File: src/rtl/ctrl_pkg.sv
// Shared types for the multicycle control block: FSM states, opcodes, control bundle.
package ctrl_pkg;

  localparam int unsigned ALUOP_W = 3;
  localparam logic [ALUOP_W-1:0] ALUOP_PASS = 3'b111;

  typedef enum logic [2:0] {
    IDLE = 3'd0,
    EXEC = 3'd1,
    MEM  = 3'd2,
    WB   = 3'd3,
    TRAP = 3'd4
  } state_t;

  typedef enum logic [2:0] {
    OP_AND   = 3'b000,
    OP_ADD   = 3'b001,
    OP_XOR   = 3'b010,
    OP_BNE   = 3'b011,
    OP_LS    = 3'b100,
    OP_RS    = 3'b101,
    OP_LOAD  = 3'b110,
    OP_STORE = 3'b111
  } opcode_t;

  typedef struct packed {
    logic [ALUOP_W-1:0] alu_op;
    logic               reg_dst;
    logic               branch;
    logic               mem_to_reg;
    logic               mem_write;
    logic               alu_src;
    logic               reg_write;
    logic               add;
    logic               is_mem;
    logic               undef;
  } ctrl_t;

endpackage

File: src/rtl/multicycle_control_decode.sv
// Combinational opcode -> control bundle table; codes >= 8 decode as a flagged NOP.
module ctrl_decode
  import ctrl_pkg::*;
#(
  parameter int unsigned OPBITS = 3
) (
  input  logic [OPBITS-1:0] i_opcode,
  output ctrl_t             o_ctrl
);

  logic w_undef;

  // Any set bit above the 3-bit defined range makes the opcode undefined
  assign w_undef = ((i_opcode >> 3) != '0);

  // Decode table
  always_comb begin
    o_ctrl        = '0;
    o_ctrl.alu_op = ALUOP_PASS;
    if (w_undef) begin
      o_ctrl.undef = 1'b1;
    end else begin
      case (opcode_t'(i_opcode[2:0]))
        OP_AND: begin
          o_ctrl.alu_op    = 3'b000;
          o_ctrl.reg_dst   = 1'b1;
          o_ctrl.reg_write = 1'b1;
        end
        OP_ADD: begin
          o_ctrl.alu_op    = 3'b001;
          o_ctrl.alu_src   = 1'b1;
          o_ctrl.add       = 1'b1;
          o_ctrl.reg_dst   = 1'b1;
          o_ctrl.reg_write = 1'b1;
        end
        OP_XOR: begin
          o_ctrl.alu_op    = 3'b010;
          o_ctrl.reg_dst   = 1'b1;
          o_ctrl.reg_write = 1'b1;
        end
        OP_BNE: begin
          o_ctrl.alu_op = 3'b011;
          o_ctrl.branch = 1'b1;
        end
        OP_LS: begin
          o_ctrl.alu_op    = 3'b100;
          o_ctrl.alu_src   = 1'b1;
          o_ctrl.reg_write = 1'b1;
        end
        OP_RS: begin
          o_ctrl.alu_op    = 3'b101;
          o_ctrl.alu_src   = 1'b1;
          o_ctrl.reg_write = 1'b1;
        end
        OP_LOAD: begin
          o_ctrl.alu_op     = 3'b110;
          o_ctrl.alu_src    = 1'b1;
          o_ctrl.mem_to_reg = 1'b1;
          o_ctrl.reg_write  = 1'b1;
          o_ctrl.is_mem     = 1'b1;
        end
        OP_STORE: begin
          o_ctrl.alu_op    = 3'b111;
          o_ctrl.mem_write = 1'b1;
          o_ctrl.is_mem    = 1'b1;
        end
      endcase
    end
  end

endmodule

File: src/rtl/multicycle_control.sv
// Multicycle control sequencer: latches one instruction from fetch and walks it
// through EXEC/MEM/WB, gating datapath write strobes to the right cycle.
// Optional feature macro: CTRL_ILLEGAL_TRAP_EN (undefined opcode -> sticky TRAP).
module multicycle_control
  import ctrl_pkg::*;
#(
  parameter int unsigned MCODEBITS = 9,
  parameter int unsigned OPBITS    = 3,
  parameter int unsigned OPWIDTH   = 3,
  parameter int unsigned MEM_LAT   = 2
) (
  input  logic                 Clk,
  input  logic                 Reset,
  input  logic                 instr_valid,
  input  logic [MCODEBITS-1:0] instr,
  output logic                 instr_ready,
  input  logic                 stall,
  output logic                 RegDst,
  output logic                 Branch,
  output logic                 MemtoReg,
  output logic                 MemWrite,
  output logic                 ALUSrc,
  output logic                 RegWrite,
  output logic                 Add,
  output logic [OPWIDTH-1:0]   ALUOp,
  output logic                 busy,
  output logic                 done,
  output logic                 illegal
);

  localparam int unsigned CNT_W = (MEM_LAT > 1) ? $clog2(MEM_LAT) : 1;

  state_t               r_state;
  state_t               w_state_nxt;
  logic [MCODEBITS-1:0] r_instr;
  logic [MCODEBITS-1:0] w_instr_nxt;
  logic [CNT_W-1:0]     r_cnt;
  logic [CNT_W-1:0]     w_cnt_nxt;
  ctrl_t                w_ctrl;
  logic                 w_unused_instr;

  // Only the opcode field steers control; operand bits ride along in the register
  assign w_unused_instr = ^r_instr;

  ctrl_decode #(.OPBITS(OPBITS)) u_decode (
    .i_opcode (r_instr[MCODEBITS-1 -: OPBITS]),
    .o_ctrl   (w_ctrl)
  );

  // State, instruction and MEM-counter registers
  always_ff @(posedge Clk or posedge Reset) begin
    if (Reset) begin
      r_state <= IDLE;
      r_instr <= '0;
      r_cnt   <= '0;
    end else begin
      r_state <= w_state_nxt;
      r_instr <= w_instr_nxt;
      r_cnt   <= w_cnt_nxt;
    end
  end

  // Next-state logic and per-state strobe gating; stall freezes and kills writes
  always_comb begin
    w_state_nxt = r_state;
    w_instr_nxt = r_instr;
    w_cnt_nxt   = r_cnt;
    instr_ready = 1'b0;
    busy        = 1'b1;
    ALUOp       = OPWIDTH'(w_ctrl.alu_op);
    RegDst      = w_ctrl.reg_dst;
    MemtoReg    = w_ctrl.mem_to_reg;
    ALUSrc      = w_ctrl.alu_src;
    Add         = w_ctrl.add;
    Branch      = 1'b0;
    MemWrite    = 1'b0;
    RegWrite    = 1'b0;
    done        = 1'b0;
    illegal     = 1'b0;
    case (r_state)
      IDLE: begin
        instr_ready = 1'b1;
        busy        = 1'b0;
        ALUOp       = OPWIDTH'(ALUOP_PASS);
        RegDst      = 1'b0;
        MemtoReg    = 1'b0;
        ALUSrc      = 1'b0;
        Add         = 1'b0;
        if (instr_valid && !stall) begin
          w_instr_nxt = instr;
          w_state_nxt = EXEC;
        end
      end
      EXEC: begin
        Branch = w_ctrl.branch;
        if (!stall) begin
          if (w_ctrl.is_mem) begin
            w_state_nxt = MEM;
            w_cnt_nxt   = CNT_W'(MEM_LAT - 1);
          end else begin
            w_state_nxt = WB;
          end
`ifdef CTRL_ILLEGAL_TRAP_EN
          if (w_ctrl.undef) begin
            w_state_nxt = TRAP;
          end
`endif
        end
      end
      MEM: begin
        if (r_cnt == '0) begin
          MemWrite = w_ctrl.mem_write & ~stall;
        end
        if (!stall) begin
          if (r_cnt == '0) begin
            w_state_nxt = WB;
          end else begin
            w_cnt_nxt = r_cnt - CNT_W'(1);
          end
        end
      end
      WB: begin
        RegWrite = w_ctrl.reg_write & ~stall;
        done     = ~stall;
        if (!stall) begin
          w_state_nxt = IDLE;
        end
      end
      TRAP: begin
        ALUOp    = OPWIDTH'(ALUOP_PASS);
        RegDst   = 1'b0;
        MemtoReg = 1'b0;
        ALUSrc   = 1'b0;
        Add      = 1'b0;
`ifdef CTRL_ILLEGAL_TRAP_EN
        illegal  = 1'b1;
`else
        w_state_nxt = IDLE;
`endif
      end
      default: begin
        w_state_nxt = IDLE;
      end
    endcase
  end

endmodule

File: config.mk
export PLATFORM = sky130hd
export DESIGN_NAME = multicycle_control
export DESIGN_NICKNAME = d
export VERILOG_FILES = /design/src/rtl/ctrl_pkg.sv /design/src/rtl/multicycle_control_decode.sv /design/src/rtl/multicycle_control.sv
export SDC_FILE = /design/constraint.sdc
export NUM_CORES = 1
export LEC_CHECK = 0
export ABC_AREA = 1
export CAP_MARGIN = 30
export CORE_AREA = 2 2 39 41
export DETAILED_ROUTE_END_ITERATION = 10
export DIE_AREA = 0 0 41 43
export MAX_ROUTING_LAYER = met4
export PLACE_DENSITY = 0.74
export REMOVE_ABC_BUFFERS = 1
export SYNTH_ARGS = -nofsm -noshare
export SYNTH_HDL_FRONTEND = slang
export SYNTH_SLANG_ARGS = --single-unit
File: constraint.sdc
create_clock -name Clk -period 2 [get_ports Clk]
set_clock_uncertainty 0.2 [all_clocks]
set_input_delay 0.6 -clock Clk [delete_from_list [all_inputs] [get_ports Clk]]
set_output_delay 0.6 -clock Clk [all_outputs]
set_load 0.02 [all_outputs]
======== Word level (Yosys, flattened, before mapping) ========
Index checks and enable logic that the tools add are counted.
cells by class
  add/sub/neg operators ................... 1
  $mul .................................... 0
  divide/modulo/power cells ............... 0
  magnitude comparators ................... 0
  equal/unequal tests ..................... 17
  shift-type cells ........................ 0
  muxes and demuxes ....................... 33
  bitwise operators ....................... 3
  reductions and logical operators ........ 13
operator list
  kind                   count
  $mux W1                24
  $pmux W3 S8            1
  $mux W3                6
  $eq A3 B3 Y1 const B   5
  $eq A3 B2 Y1 const B   4
  $pmux W3 S4            1
  $ne A2 B2 Y1 const B   5
  $eq A3 B1 Y1 const B   2
  $logic_not A3 Y1       2
  $reduce_or A6 Y1       1
  $reduce_and A5 Y1      1
  $reduce_and A4 Y1      1
  $reduce_or A2 Y1       2
  $reduce_or A4 Y1       1
  $reduce_or A3 Y1       1
  $and A1 B1 Y1          2
  $ne A2 B1 Y1 const B   1
  $pmux W1 S2            1
  $reduce_and A2 Y1      1
  $reduce_bool A2 Y1     1
  $logic_and A1 B1 Y1    1
  $logic_not A1 Y1       1
  $not A1 Y1             1
  $sub A1 B1 Y1 const B  1
word-level totals
  bits in registers ....................... 13
  bits in latches ......................... 0
  memory bits (writable) .................. 0
  ROM bits ................................ 0
  bits of input ports ..................... 13
  output and inout port bits .............. 14
  memories kept ........................... 0

======== Longest topological paths before layout ========
Gate-level depths: netlist of run 1.
  depth in word-level cells ............... 6
  gate-level depth with buffers ........... 8

======== Hierarchy ========
Synthesis of run 1 repeated with hierarchy kept, for this count alone.
unflattened totals
  cell total of the unflattened synthesis .. 96
  area total of the unflattened synthesis .. 603.1 µm²
modules (own cells, without submodules)
  module              times used  cells an instance  area each (µm²)  seq. area each (µm²)
  multicycle_control  1           78                 525.5            150.1
  ctrl_decode         1           18                 77.6             0.0

======== Worst setup path before layout of run 1 ========
OpenSTA, ideal clock, no wires.
  path type ............................... register to output
  start point ............................. register r_state[0]
  end point ............................... output port Add
  data arrival time ....................... 1.631 ns
  required time ........................... 1.200 ns
  slack ................................... -0.431 ns
  stages on the path, launching flop included .. 6
  buffers on the path ..................... 0
  cell sequence ........................... dfrtp_1 inv_1 ha_1 inv_2 nand2_1 nor3_1
between the ends
  word-level cells in the longest chain between the ends .. 3
  elaborated cells on any way between the ends .. 4
  those cells by class .................... eq/ne (1); mux (1); reduce/logical (2)
ends and longest elaborated chain
  what                                              line                      source
  start, declared                                   multicycle_control.sv:33  state_t r_state;
  start signal, assigned                            multicycle_control.sv:57  r_state <= w_state_nxt;
  $eq A3 B3 Y1 or $logic_not A3 Y1 (tied branches)  multicycle_control.sv:80  case (r_state)
  $reduce_or A2 Y1 (no source line) (*)             --
  $mux W1 (*)                                       multicycle_control.sv:80
  end, declared                                     multicycle_control.sv:24  output logic Add,
Mark *: on every way between the ends. The rest lies on a longest branch, timed or not.

======== Worst setup path in the final report of run 1 ========
  start point ............................. register r_state[1]
  end point ............................... output port Add
The elaborated chain is that of the path after synthesis.

==> results of run 1 <==
[worst max-delay path, cell delays in order, from the launching register on]
cell and delay [ns]:
dfrtp_1 0.36, inv_2 0.07, ha_4 0.18, inv_6 0.08
nand2_4 0.06, nor3_4 0.13, buf_6 0.14
[power by group]
| group | switching (mW) | internal [mW] | total (mW) | leakage [nW] |
|---|---|---|---|---|
| logic | 0.637 | 0.580 | 1.22 | 0.365 |
| clock network | 0.0396 | 0.0676 | 0.107 | 0.0138 |
| registers | 0.0570 | 0.184 | 0.241 | 0.0687 |
[state kept, by name, summed over array words and instances, names as in the netlist]
| signal | flops |
|---|---|
| r_instr | 3 |
| r_state | 2 |
| r_cnt | 1 |
[per-layer routing]
| layer | up-vias | track usage (%) |
|---|---|---|
| li1 | 277 | - |
| met1 | 247 | 17.7 |
| met2 | 20 | 24.4 |
| met3 | 2 | 3.14 |
| met4 | 0 | 8.00 |
| met5 | - | - |
[cells by family after synthesis]
logic type	synth area share, %
simple gates	37.9
buf+inv	10.8
flops	33.2
compound gates	6.09
fa+ha+maj	11.1
other cells	0.830
[worst min path at each step]
stage	start	endpoint	slack [ns]	cells after the start
floorplan	Reset	r_cnt	0.19	1
global placement	r_cnt	r_cnt	0.33	2
detailed placement	r_cnt	r_cnt	0.34	2
CTS	Reset	r_state[0]	0.35	2
global route	Reset	r_state[0]	0.39	2
finish	Reset	r_state[0]	0.36	2
[cell usage in the layout (no fill, tap or decap), types with 3 or more instances in the layout]
cell	instances
buf_6	8
dfrtp_1	6
a21oi_1	3
inv_1	3
nand2_2	7
nand3_2	3
buf_4	20
inv_2	7
ha_4	3
clkdlybuf4s50_1	5
nor2_1	9
clkbuf_4	3
nand2_1	13
[area by class of cell]
class / count / area (sq um) / share of cell area [%]
timing repair buffer: 35 / 305 / 34.7
tap: 16 / 20.0 / 2.27
inverter: 11 / 46.3 / 5.26
multi-input combinational: 48 / 337 / 38.2
sequential: 6 / 150 / 17.0
clock buffer: 3 / 22.5 / 2.56
[timing repair]
item,CTS,global route
pin swaps,5,8
setup buffers,0,1
setup endpoints to repair,13,10
gates resized for setup,75,28
[stage by stage]
stage          setup TNS (ns)  instances
3_5_place_dp            -4.68        115
2_1_floorplan          -0.938         65
3_3_place_gp            -4.43        115
5_1_grt                -0.753        119
6_report               -0.285        119
4_1_cts                -0.410        118
==> out/results.tsv, run 1 <==
metric	value	unit
synth_cell_types	16	
drc_errors	0	
critPathKind	reg -> out	
dp_slack	-0.719	ns
finalPower	1.57	mW
grt_pass1_vias	443	
rsz0062_at_grt	yes	
setup.worst_path.end_class	primary output	
hold_class	in -> async	
timing.final.crit_share	103	%
hold_buffers	0	
globalplace.congestion	0.725	
worstPathRequired	1.20	ns
worst_slack	-0.0641	ns
io_pins	27	
period_needed	2.06	ns
rr_worst_depth	10	
vdd_drop_max	0.760	mV
met1Wirelength	490	um
clk_pin_slew	0.04	ns
netlist_area	452	sq um
finalHoldWorstSlack	0.358	ns
slew_viol_final	0	
violations	negative setup slack	
antenna_left	0	
critical_path_arrival	1.26	ns
totalWireLength	1250	um
ys_warn_count	0	
die_height	43	um
wl_met3	74	um
cts_buffer_depth	2	
r2r_slack	0.39	ns
wl_per_cell	10.5	um
synth_edf_count	0	
initial_core_util	32.6	%
cp-startpoint	r_state[1]	
yosysMostFrequentCell	nand2_1	
synth_commonest_cells	nand2_1, inv_1, nor2_1, dfrtp_1, nand2_2	
h-tree-depth	1	
timing.max_cap.violations	0	
setup_viol	7	
grt_first_pass_wirelength	1770	um
worstReg2RegEnd	r_state[0]	
grt_start_max_net_pins	7	
clock_sinks	6	
syn_inst	66	
antenna_cells	0	
path_max_fanout	5	
yosysSeqAreaShare	33.2	%
dieArea	1760	sq um
dpl_cell_area	767	sq um
final_core_util	63.7	%
syn_to_final_growth	95.0	%
p_leak	0.448	nW
crit_end	Add	
antenna_found_initial	0	
synth.avg_cell_area	6.84	sq um
die_x	41	um
row_count	14	
dr.pass1.iters	4	
hold_viol_final	0	
power_density	1780	nW/um^2
dr_wl_met2	663	um
nets	122	
grt_usage	15.5	%
ys_ff_latch	6	
synth_area_leaders	dfrtp_1, nand2_1, ha_1	
synth_async_sr_flop_share	100	%
cts_tree	built	
dr_total_vias	546	
fmax	484	MHz
startpoint_type	flop	
fin_area	881	sq um
run_status	complete, but fails checks	
cts_buffers	3	
port_buffers	19	
drtIter0Drc	19	
r2r_start	r_state[1]	
hpwl	915	um
via_per_inst	4.59	
grt_overflow	0	
yosysTopAreaCell	dfrtp_1	
fillers	124	
synth_top_area_share	33.2	%
cts_root_buffer	clkbuf_4	
core	1380	sq um
clkLatencyLatePin	0.24	ns
drive_gt1_share	56.3	%
synth-main-ff-cell	dfrtp_1	
highest_layer	met4	
Power figures use the tool's default switching activity.
==> run 2: changes to the inputs <==
- clock period: 2 -> 2.1 ns (I/O delays scaled with it)
==> out/results.tsv, run 2 (synthesized netlist as in run 1, its figures left out) <==
metric	value	unit	change
grt_pass1_vias	487		+9.9%
via_per_inst	4.47		-2.5%
grt_overflow	0		unchanged
path_max_fanout	3		-2
largest_reg_flops	3		unchanged
fin_area	807	sq um	-8.4%
clock_sinks	6		unchanged
p_sw_share	48.5	%	+1.6 points
p_comb_share	75.0	%	-2.7 points
timing.final.crit_share	101	%	
globalplace.congestion	0.724		-0.12%
dp_slack	-0.644	ns	+0.0752 ns
finalHoldWorstSlack	0.397	ns	+0.0385 ns
totalWireLength	1280	um	+2.2%
worst_slack	-0.0173	ns	+0.0468 ns
fillers	135		+8.9%
antenna_cells	0		unchanged
final_cell_mix	buf_4, nand2_1, nor2_1, buf_2		
dieArea	1760	sq um	unchanged
dr_total_vias	528		-3.3%
grt_start_max_net_pins	7		unchanged
startpoint_type	flop		
top_register	r_instr		
final_core_util	58.3	%	-5.3 points
drtIter0Drc	11		-8
mostFrequentLayoutCell	buf_4		
grt_usage	16.5	%	+1.0 points
period_needed	2.12	ns	
syn_to_final_growth	78.7	%	
drc_errors	0		unchanged
cts_tree	built		
rsz0062_at_grt	yes		
row_count	14		unchanged
drive_gt1_share	48.0	%	-8.3 points
antenna_left	0		unchanged
setup.worst_path.end_class	primary output		
timing.max_cap.violations	0		unchanged
cts_buffer_depth	2		unchanged
cts_root_buffer	clkbuf_4		
h-tree-depth	1		unchanged
place_inst	114		-0.87%
finalPower	1.32	mW	-15%
critPathKind	reg -> out		
intPower	0.683	mW	-18%
hold_class	in -> async		
critical_path_arrival	1.29	ns	+0.03 ns
finalSetupTns	-0.0252	ns	+0.260 ns
port_buffers	19		unchanged
hold_buffers	0		unchanged
nets	121		-0.82%
grt_first_pass_wirelength	1880	um	+6.2%
p_switching	0.642	mW	-12%
slew_viol_final	0		unchanged
die_height	43	um	unchanged
vdd_drop_max	0.698	mV	-8.2%
setup_viol	2		-5
antenna_found_initial	0		unchanged
fmax	472	MHz	
violations	negative setup slack		
power_frac_seq	17.4	%	+2.0 points
p_clk_share	7.6	%	+0.8 points
initial_core_util	32.6	%	unchanged
run_status	complete, but fails checks		
io_pins	27		unchanged
die_x	41	um	unchanged
cts_buffers	3		unchanged
dpl_cell_area	759	sq um	-0.98%
clkLatencyLatePin	0.24	ns	about the same
final-instance-count-excl-fill	118		-0.84%
hold_viol_final	0		unchanged
clk_pin_slew	0.04	ns	about the same
core	1380	sq um	unchanged
hpwl	951	um	+3.9%
worstPathRequired	1.27	ns	+0.07 ns
top_regs	r_instr x3, r_state x2, r_cnt x1		
dr.pass1.iters	4		unchanged
p_leak	0.430	nW	-4.0%
power_density	1640	nW/um^2	-7.6%
wl_per_cell	10.8	um	+3.1%
==> run 2: cell types whose count changed in the layout (fill, tap and decap cells not counted), moves of 2 or more <==
| cell | delta |
|---|---|
| buf_2 | +6 |
| buf_4 | -2 |
| buf_6 | -5 |
| inv_1 | +3 |
| inv_2 | -3 |
| nand2_1 | +2 |
==> run 2: worst max-delay path, stage by stage, from the launching register on <==
cell	delay [ns]
dfrtp_1	0.38
buf_6	0.13
ha_4	0.14
nand3_2	0.07
nor3_2	0.17
buf_4	0.16
==> run 2: layer usage <==
layer	global-route usage, %	up-vias	wire length (um)
met5	-	-	0
met4	12.0	0	15
met3	1.57	2	64
met2	26.6	15	686
met1	17.5	236	514
li1	-	275	-
==> run 2: final timing paths <==
path | cells after the start | start | slack (ns) | to
worst max-delay path | 5 | r_state[1] | -0.02 | MemWrite
worst min-delay path | 2 | Reset | 0.40 | r_instr[6]
worst max register to register | 10 | r_state[1] | 0.42 | r_state[0]
worst min register to register | 2 | r_cnt | 0.40 | r_cnt
max in group asynchronous | 2 | Reset | 1.12 | r_state[1]
min in group Clk | 2 | r_cnt | 0.40 | r_cnt
==> run 2: final cells by class <==
type                       instances  area (sq um)  area share (%)
clock buffer                       3          22.5            2.79
sequential                         6           150            18.6
multi-input combinational         48           308            38.1
tap                               16          20.0            2.48
inverter                          11          43.8            5.43
timing repair buffer              34           263            32.6
==> run 2: repair_timing <==
action,in CTS,in global routing
gates resized for setup,60,20
pin swaps,3,4
buffers inserted,0,1
setup endpoints to repair,13,10
==> run 2: power by group through the flow <==
| stage | clock (mW) | sequential (mW) | combinational [mW] |
|---|---|---|---|
| 2_1_floorplan | 0 | 0.214 | 0.474 |
| 3_5_place_dp | 0 | 0.217 | 0.936 |
| 5_1_grt | 0.112 | 0.232 | 1.07 |
| 3_3_place_gp | 0 | 0.213 | 0.912 |
| 4_1_cts | 0.107 | 0.219 | 0.905 |
| 6_report | 0.101 | 0.230 | 0.994 |
==> run 3: changes to the inputs <==
- CAP_MARGIN: 30 -> default
- SKIP_LAST_GASP: default -> 1
==> out/results.tsv, run 3 (synthesized netlist as in run 1, its figures left out) <==
metric	value	unit	change
run_status	complete, but fails checks		
violations	negative setup slack		
wl_per_cell	10.8	um	-0.39%
top_regs	r_instr x3, r_state x2, r_cnt x1		
drc_errors	0		unchanged
hpwl	951	um	unchanged
timing.max_cap.violations	0		unchanged
drtIter0Drc	11		unchanged
startpoint_type	flop		
dieArea	1760	sq um	unchanged
setup_viol	2		unchanged
period_needed	2.12	ns	+0.0000463 ns
crit_slowest_cell	dfrtp_1		
cp_num_buf_inv	2		unchanged
via_per_inst	4.47		unchanged
die_height	43	um	unchanged
cts_root_buffer	clkbuf_4		
cts_buffers	3		unchanged
totalWireLength	1280	um	-0.39%
vdd_drop_max	0.711	mV	+1.9%
p_leak	0.434	nW	+1.1%
dr_total_vias	528		unchanged
crit_path_max_incr_delay	0.39	ns	about the same
path_max_fanout	2		-1
nets	121		unchanged
cts_tree	built		
final-instance-count-excl-fill	118		unchanged
antenna_found_initial	0		unchanged
h-tree-depth	1		unchanged
dr.pass1.iters	4		unchanged
hold_class	in -> async		
final_cell_mix	buf_4, nand2_1, nor2_1, buf_2		
worst_slack	-0.0173	ns	-0.0000463 ns
grt_pass1_vias	472		-3.1%
clock_sinks	6		unchanged
final_core_util	58.7	%	+0.36 points
antenna_left	0		unchanged
power_density	1640	nW/um^2	+0.17%
worstPathRequired	1.27	ns	about the same
clk_pin_slew	0.04	ns	about the same
hold_viol_final	0		unchanged
grt_start_max_net_pins	7		unchanged
io_pins	27		unchanged
grt_overflow	0		unchanged
setup.worst_path.end_class	primary output		
largest_reg_flops	3		unchanged
finalSetupTns	-0.0257	ns	-0.000429 ns
slew_viol_final	0		unchanged
path_delay_family	flip-flops		
hold_buffers	0		unchanged
mostFrequentLayoutCell	buf_4		
initial_core_util	32.6	%	unchanged
place_inst	114		unchanged
row_count	14		unchanged
drive_gt1_share	48.0	%	unchanged
core	1380	sq um	unchanged
critPathKind	reg -> out		
antenna_cells	0		unchanged
clkLatencyLatePin	0.24	ns	about the same
rsz0062_at_grt	yes		
critical_path_arrival	1.29	ns	about the same
timing.final.crit_share	101	%	about the same
die_x	41	um	unchanged
fmax	472	MHz	about the same
path_cells	inv_2 > ha_4 > nand3_2 > nor3_2 > buf_4		
grt_usage	16.2	%	-0.31 points
top_register	r_instr		
port_buffers	19		unchanged
syn_to_final_growth	79.8	%	
globalplace.congestion	0.724		unchanged
cts_buffer_depth	2		unchanged
grt_first_pass_wirelength	1840	um	-2.2%
[run 3: cell counts in the layout (fill, tap and decap cells not counted)]
Identical to the previous run, type by type.
[run 3: layout make-up]
| cell class | instances | area [sq um] |
|---|---|---|
| Timing Repair Buffer | 34 | 263 |
| Inverter | 11 | 43.8 |
| Tap cell | 16 | 20.0 |
| Clock buffer | 3 | 22.5 |
| Multi-Input combinational cell | 48 | 313 |
| Sequential cell | 6 | 150 |
| Fill cell | 134 | 572 |
[run 3: per-layer routing]
layer | vias to the layer above | global-route usage [%] | part of all wire (%) | wire length, um
li1 | 275 | - | - | -
met1 | 238 | 17.5 | 40 | 506
met2 | 13 | 25.6 | 54 | 691
met3 | 2 | 1.57 | 4.8 | 61
met4 | 0 | 12.0 | 1.2 | 15
met5 | - | - | 0 | 0
[run 3: repair_timing]
action / 4_1_cts / 5_1_grt
buffers inserted: 0 / 1
pin swaps: 3 / 6
endpoints found under the setup margin: 13 / 12
resized for setup: 57 / 24
[run 3: stage by stage]
step | instance area [sq um] | worst slack [ns] | hold slack [ns] | power (mW)
final | 812 | -0.0173 | 0.397 | 1.34
after global routing | 812 | -0.0755 | 0.434 | 1.43
after CTS | 753 | -0.0561 | 0.365 | 1.22
after detailed placement | 759 | -0.644 | 0.357 | 1.15
after global placement | 759 | -0.652 | 0.323 | 1.12
after floorplan | 444 | -0.361 | 0.221 | 0.688
[run 3: path summary, 6_finish.rpt]
kind / depth (start not counted) / end / start / slack (ns)
max: 5 / MemWrite / r_state[0] / -0.02
min: 2 / r_instr[6] / Reset / 0.40
max reg2reg: 10 / r_state[0] / r_state[1] / 0.43
min reg2reg: 2 / r_cnt / r_cnt / 0.40
max in group asynchronous: 2 / r_state[1] / Reset / 1.12
min in group Clk: 2 / r_cnt / r_cnt / 0.40
[run 3: power breakdown]
group	switching [mW]	total [mW]	internal, mW
Sequential	0.0543	0.230	0.175
Clock	0.0365	0.101	0.0643
Combinational	0.558	1.00	0.447
